[config.mk]
export PLATFORM = sky130hd
export DESIGN_NAME = countdown_scan
export DESIGN_NICKNAME = d
export VERILOG_FILES = /design/src/rtl/countdown_scan.sv
export SDC_FILE = /design/constraint.sdc
export NUM_CORES = 1
export LEC_CHECK = 0
export ABC_CLOCK_PERIOD_IN_PS = 2700
export CORE_MARGIN = 3
export CORE_UTILIZATION = 53
export DETAILED_ROUTE_END_ITERATION = 6
export HOLD_SLACK_MARGIN = 0.08
export PLACE_DENSITY = 0.76
export SLEW_MARGIN = 30
export SYNTH_ARGS = -nofsm -noshare
export SYNTH_HDL_FRONTEND = slang
export SYNTH_SLANG_ARGS = --single-unit
export TNS_END_PERCENT = 1
[constraint.sdc]
create_clock -name clk -period 2.7 [get_ports clk]
set_clock_uncertainty 0.15 [all_clocks]
set_input_delay 0.405 -clock clk [delete_from_list [all_inputs] [get_ports clk]]
set_output_delay 0.405 -clock clk [all_outputs]
set_load 0.03 [all_outputs]
[src/rtl/countdown_scan.sv]
// MM:SS BCD countdown timer with a five-position multiplexed digit-code output
// (four digits plus a separator) for a downstream seven-segment decoder.
module countdown_scan #(
    parameter int unsigned TICK_DIV = 50000000,
    parameter int unsigned SCAN_DIV = 50000
) (
    input  logic        clk,
    input  logic        rst_n,
    input  logic        load,
    input  logic        start,
    input  logic        pause,
    input  logic [15:0] preset,
    output logic [3:0]  digit_code,
    output logic [4:0]  digit_sel,
    output logic        running,
    output logic        done,
    output logic        error
);

    localparam int unsigned TICK_W = (TICK_DIV > 1) ? $clog2(TICK_DIV) : 1;
    localparam int unsigned SCAN_W = (SCAN_DIV > 1) ? $clog2(SCAN_DIV) : 1;

    typedef enum logic [2:0] {
        S_IDLE  = 3'd0,
        S_RUN   = 3'd1,
        S_PAUSE = 3'd2,
        S_DONE  = 3'd3,
        S_ERR   = 3'd4
    } state_t;

    state_t              state_q, state_d;
    logic [15:0]         time_q, time_d, time_dec;
    logic [TICK_W-1:0]   tick_q, tick_d;
    logic [SCAN_W-1:0]   scan_cnt_q;
    logic [2:0]          scan_idx_q;
    logic                tick_c;
    logic                scan_wrap_c;
    logic                preset_ok_c;
    logic [4:0]          sel_d;
    logic [3:0]          code_d;

    assign tick_c      = (tick_q == TICK_W'(TICK_DIV - 1));
    assign scan_wrap_c = (scan_cnt_q == SCAN_W'(SCAN_DIV - 1));
    assign preset_ok_c = (preset[15:12] <= 4'd9) && (preset[11:8] <= 4'd9) &&
                         (preset[7:4] <= 4'd5) && (preset[3:0] <= 4'd9);

    // One-second BCD decrement with borrow through sec_o -> sec_t -> min_o -> min_t
    always_comb begin
        time_dec = time_q;
        if (time_q[3:0] != 4'd0) begin
            time_dec[3:0] = time_q[3:0] - 4'd1;
        end else begin
            time_dec[3:0] = 4'd9;
            if (time_q[7:4] != 4'd0) begin
                time_dec[7:4] = time_q[7:4] - 4'd1;
            end else begin
                time_dec[7:4] = 4'd5;
                if (time_q[11:8] != 4'd0) begin
                    time_dec[11:8] = time_q[11:8] - 4'd1;
                end else begin
                    time_dec[11:8]  = 4'd9;
                    time_dec[15:12] = time_q[15:12] - 4'd1;
                end
            end
        end
    end

    // Next state, time and tick prescaler; load wins everywhere except RUN
    always_comb begin
        state_d = state_q;
        time_d  = time_q;
        tick_d  = tick_q;
        if (state_q != S_RUN && load) begin
            if (preset_ok_c) begin
                time_d  = preset;
                state_d = S_IDLE;
                tick_d  = '0;
            end else begin
                state_d = S_ERR;
            end
        end else begin
            case (state_q)
                S_IDLE: begin
                    if (start) begin
                        if (time_q != 16'h0000) begin
                            state_d = S_RUN;
                            tick_d  = '0;
                        end else begin
                            state_d = S_DONE;
                        end
                    end
                end
                S_RUN: begin
                    if (pause) begin
                        state_d = S_PAUSE;
                    end else if (tick_c) begin
                        tick_d = '0;
                        time_d = time_dec;
                        if (time_dec == 16'h0000) state_d = S_DONE;
                    end else begin
                        tick_d = tick_q + TICK_W'(1);
                    end
                end
                S_PAUSE: begin
                    if (start && !pause) state_d = S_RUN;
                end
                default: ;
            endcase
        end
    end

    // Display payload for the current scan position
    always_comb begin
        sel_d  = 5'b10000 >> scan_idx_q;
        code_d = 4'd0;
        if (state_q == S_ERR) begin
            code_d = 4'd15;
        end else begin
            case (scan_idx_q)
                3'd0:    code_d = time_q[15:12];
                3'd1:    code_d = time_q[11:8];
                3'd2:    code_d = 4'd10;
                3'd3:    code_d = time_q[7:4];
                3'd4:    code_d = time_q[3:0];
                default: code_d = 4'd0;
            endcase
        end
    end

    always_ff @(posedge clk or negedge rst_n) begin
        if (!rst_n) begin
            state_q    <= S_IDLE;
            time_q     <= 16'h0000;
            tick_q     <= '0;
            scan_cnt_q <= '0;
            scan_idx_q <= 3'd0;
            digit_sel  <= 5'b10000;
            digit_code <= 4'd0;
            running    <= 1'b0;
            done       <= 1'b0;
            error      <= 1'b0;
        end else begin
            state_q    <= state_d;
            time_q     <= time_d;
            tick_q     <= tick_d;
            scan_cnt_q <= scan_wrap_c ? '0 : scan_cnt_q + SCAN_W'(1);
            if (scan_wrap_c) scan_idx_q <= (scan_idx_q == 3'd4) ? 3'd0 : scan_idx_q + 3'd1;
            digit_sel  <= sel_d;
            digit_code <= code_d;
            running    <= (state_d == S_RUN);
            done       <= (state_d == S_DONE);
            error      <= (state_d == S_ERR);
        end
    end

endmodule
==> run_results.csv <==
group,metric,value,unit
detailed_routing,wl_per_cell,16.0,um
cells_and_area,syn2layout_area_growth,18.0,%
hold_path,worstHoldStart,"scan_cnt_q[0]",
grt,grt_pass1_wl,16.5,mm
cells_and_area,multi_input_area,2150,sq um
timing,layout_min_cycle_time,2.56,ns
timing,max_freq,390,MHz
floorplan,initial_utilization,56.5,%
synthesis,synth_edf_count,0,
grt,antenna_found_initial,0,
floorplan,pin_count,33,
floorplan,dieWidth,95.3,um
synthesis,synth_top_cell_by_area,"dfrtp_1",
synthesis,ys_async_sr_fraction,100,%
synthesis,synth_cells,467,
grt,grt_pass1_vias,3480,
worst_setup_path,regToRegSetupSlack,0.14,ns
cells_and_area,fillers,619,
clocking,cts_sinks,76,
cells_and_area,drive_gt1_share,13.4,%
detailed_routing,drtAntennaViolNets,0,
timing,setup_viol,0,
worst_setup_path,rr_worst_depth,7,
place,post-place-ws,0.150,ns
synthesis,synth.cell_area,4230,sq um
detailed_routing,dr.pass1.iters,5,
worst_setup_path,r2r_start,"time_q[4]",
cells_and_area,final_area,4990,sq um
floorplan,row_count,31,
power_and_ir_drop,irDropWorstVdd,0.352,mV
synthesis,netlist.area_leader.share,44.4,%
cells_and_area,final_common_cell,"dfrtp_1",
place,dp_hpwl,7.11,mm
clocking,insertion_delay,0.36,ns
grt,overflow,0,
synthesis,synthDistinctLibCells,57,
grt,grt_usage,23.1,%
synthesis,synth_top_cells_by_area,"dfrtp_1 (44%), o21ai_0 (5.3%), nor2_1 (4.3%), a21oi_1 (3.2%), nand2_1 (2.8%)",
synthesis,synth.avg_cell_area,9.05,sq um
worst_setup_path,r2r-end,"tick_q[23]",
timing,max_slew.worst_pin.slew,0.632,ns
worst_setup_path,cp.required,2.83,ns
timing,post-route-period-util,94.9,%
cells_and_area,regArea,1900,sq um
worst_setup_path,path_max_fanout,12,
place,dpl_cell_area,4760,sq um
hold_path,hold_path_class,"flip-flop to flip-flop",
clocking,clock_path_buffers,2,
worst_setup_path,arrival,2.69,ns
place,place_congestion,0.889,
cells_and_area,n_antenna_cell,0,
grt,grt_max_degree,49,
timing,rsz0062_at_grt,"false",
cells_and_area,fin_nets,547,
worst_setup_path,worstSetupEndpoint,"tick_q[23]",
place,portBuffers,32,
detailed_routing,post_drt_via_cell_ratio,6.04,
clocking,cts_setup_buffers,0,
floorplan,coreArea,7490,sq um
clocking,numCtsBuffers,9,
power_and_ir_drop,p_per_area,572,nW/um^2
clocking,clk_pin_slew_worst_paths,0.08,ns
detailed_routing,drtIter0Drc,168,
clocking,cts_root_buffer,"clkbuf_8",
cells_and_area,final_cell_mix,"dfrtp_1 (75), nor2_1 (47), o21ai_0 (45)",
timing,fin_ws,0.139,ns
synthesis,synth_warnings,0,
timing,fin_tns_setup,0,ns
synthesis,ys.flop_type,"dfrtp_1",
job,max-cap-violations,0,
power_and_ir_drop,leakage,2.12,nW
detailed_routing,route.detailed.drc,0,
synthesis,ys_ff_latch,76,
run_status,outcome,"complete, no violations",
synthesis,synthesis.nets,497,
floorplan,dieHeight,95.3,um
detailed_routing,via_count,3753,
synthesis,yosysSeqAreaShare,45.0,%
clocking,cts-resized-gates,0,
timing,maxSlewViolCount,0,
worst_setup_path,cp-start-kind,"flip-flop",
timing,finalHoldViolations,0,
worst_setup_path,cp-startpoint,"time_q[4]",
detailed_routing,wl,9.93,mm
floorplan,dieArea,9080,sq um
worst_setup_path,critPathCaptureType,"flip-flop",
clocking,htree_levels,3,
timing,maxSlewHeadroom,57.8,%
clocking,cts_tree,"yes",
worst_setup_path,worst-setup-path-type,"flip-flop to flip-flop",
## layer usage
| layer | global-route usage (%) | vias to the layer above | wire length, um |
|---|---|---|---|
| met1 | 31.1 | 1814 | 4330 |
| met5 | 0 | - | 0 |
| met3 | 4.89 | 18 | 577 |
| met2 | 36.9 | 106 | 4840 |
| li1 | - | 1815 | - |
| met4 | 8.65 | 0 | 192 |
## worst min-delay path by stage
stage | endpoint | slack (ns) | depth (start not counted)
after detailed placement | tick_q[12] | 0.22 | 1
final | scan_cnt_q[0] | 0.31 | 1
after floorplan | digit_code[0] | -0.04 | 0
after global placement | tick_q[12] | 0.21 | 1
after global routing | scan_cnt_q[0] | 0.34 | 1
after CTS | scan_cnt_q[0] | 0.32 | 1
## metrics by stage
step                      util, %  total power [mW]  std cells  hold slack, ns
after global placement       63.6              1.88        604           0.207
after floorplan                 -              1.69        467         -0.0406
after global routing         66.6              2.99        621           0.341
final                        66.6              2.85        621           0.309
after CTS                    66.6              2.85        621           0.318
after detailed placement     63.6              1.90        604           0.217
## critical path, cell delays in order (launching register included)
cell and delay, ns:
dfrtp_1 0.40, or4_2 0.73, nor4_4 0.30, a31oi_2 0.16, nor3_4 0.30, buf_4 0.25
o21ai_0 0.11, o21ai_0 0.09
## timing repair
item	CTS	global route
setup endpoints to repair	0	0
hold buffers	1	0
hold endpoints to repair	28	0
## flip-flops by register name (all words and copies together) (netlist names)
| signal | count |
|---|---|
| scan_idx_q | 3 |
| digit_code | 4 |
| state_q | 3 |
| scan_cnt_q | 16 |
| done | 1 |
| error | 1 |
| digit_sel | 5 |
| running | 1 |
| time_q | 16 |
| tick_q | 26 |
## kinds of logic (layout without fill, tap and decap cells)
kind of cell	count (synthesis)	count (layout)	share of synthesized area, %
and+or+nand+nor	189	189	24.1
buffers and inverters	34	89	4.32
DFF	76	76	45.0
adders and majority gates	9	9	2.66
AOI/OAI and AO/OA	140	140	19.8
muxes	4	4	0.977
xor gates and xnor gates	15	15	3.11
## final cells by class
type                    instances  area share, %
clock buffers                  10           2.56
clock inverters                 6           1.78
inverters                      15           1.13
multi-input cells             357           43.1
flip-flops and latches         76           38.1
well taps                      99           2.48
repair buffers                 58           10.8
## power by group
| group | internal [mW] | switching, mW |
|---|---|---|
| Combinational | 0.245 | 0.312 |
| Sequential | 1.23 | 0.101 |
| Clock | 0.522 | 0.444 |
## cells in the mapped netlist, types with 3 or more instances
master / instances
xnor2_1: 7
nor4_1: 4
buf_6: 4
mux2i_1: 3
nor2b_1: 8
o21ai_1: 18
inv_1: 15
a22oi_1: 10
and4_1: 5
clkbuf_1: 13
dfrtp_1: 75
and2_1: 4
o21ai_2: 7
xor2_1: 8
nand3_1: 21
a31oi_1: 8
ha_1: 9
nand4_1: 16
o31ai_1: 8
a21oi_1: 27
o22ai_1: 4
o21ai_0: 45
or3_2: 3
nor2_1: 48
nand2_1: 31
and3_1: 11
nor3_1: 15
(Power assumes the default switching activity.)
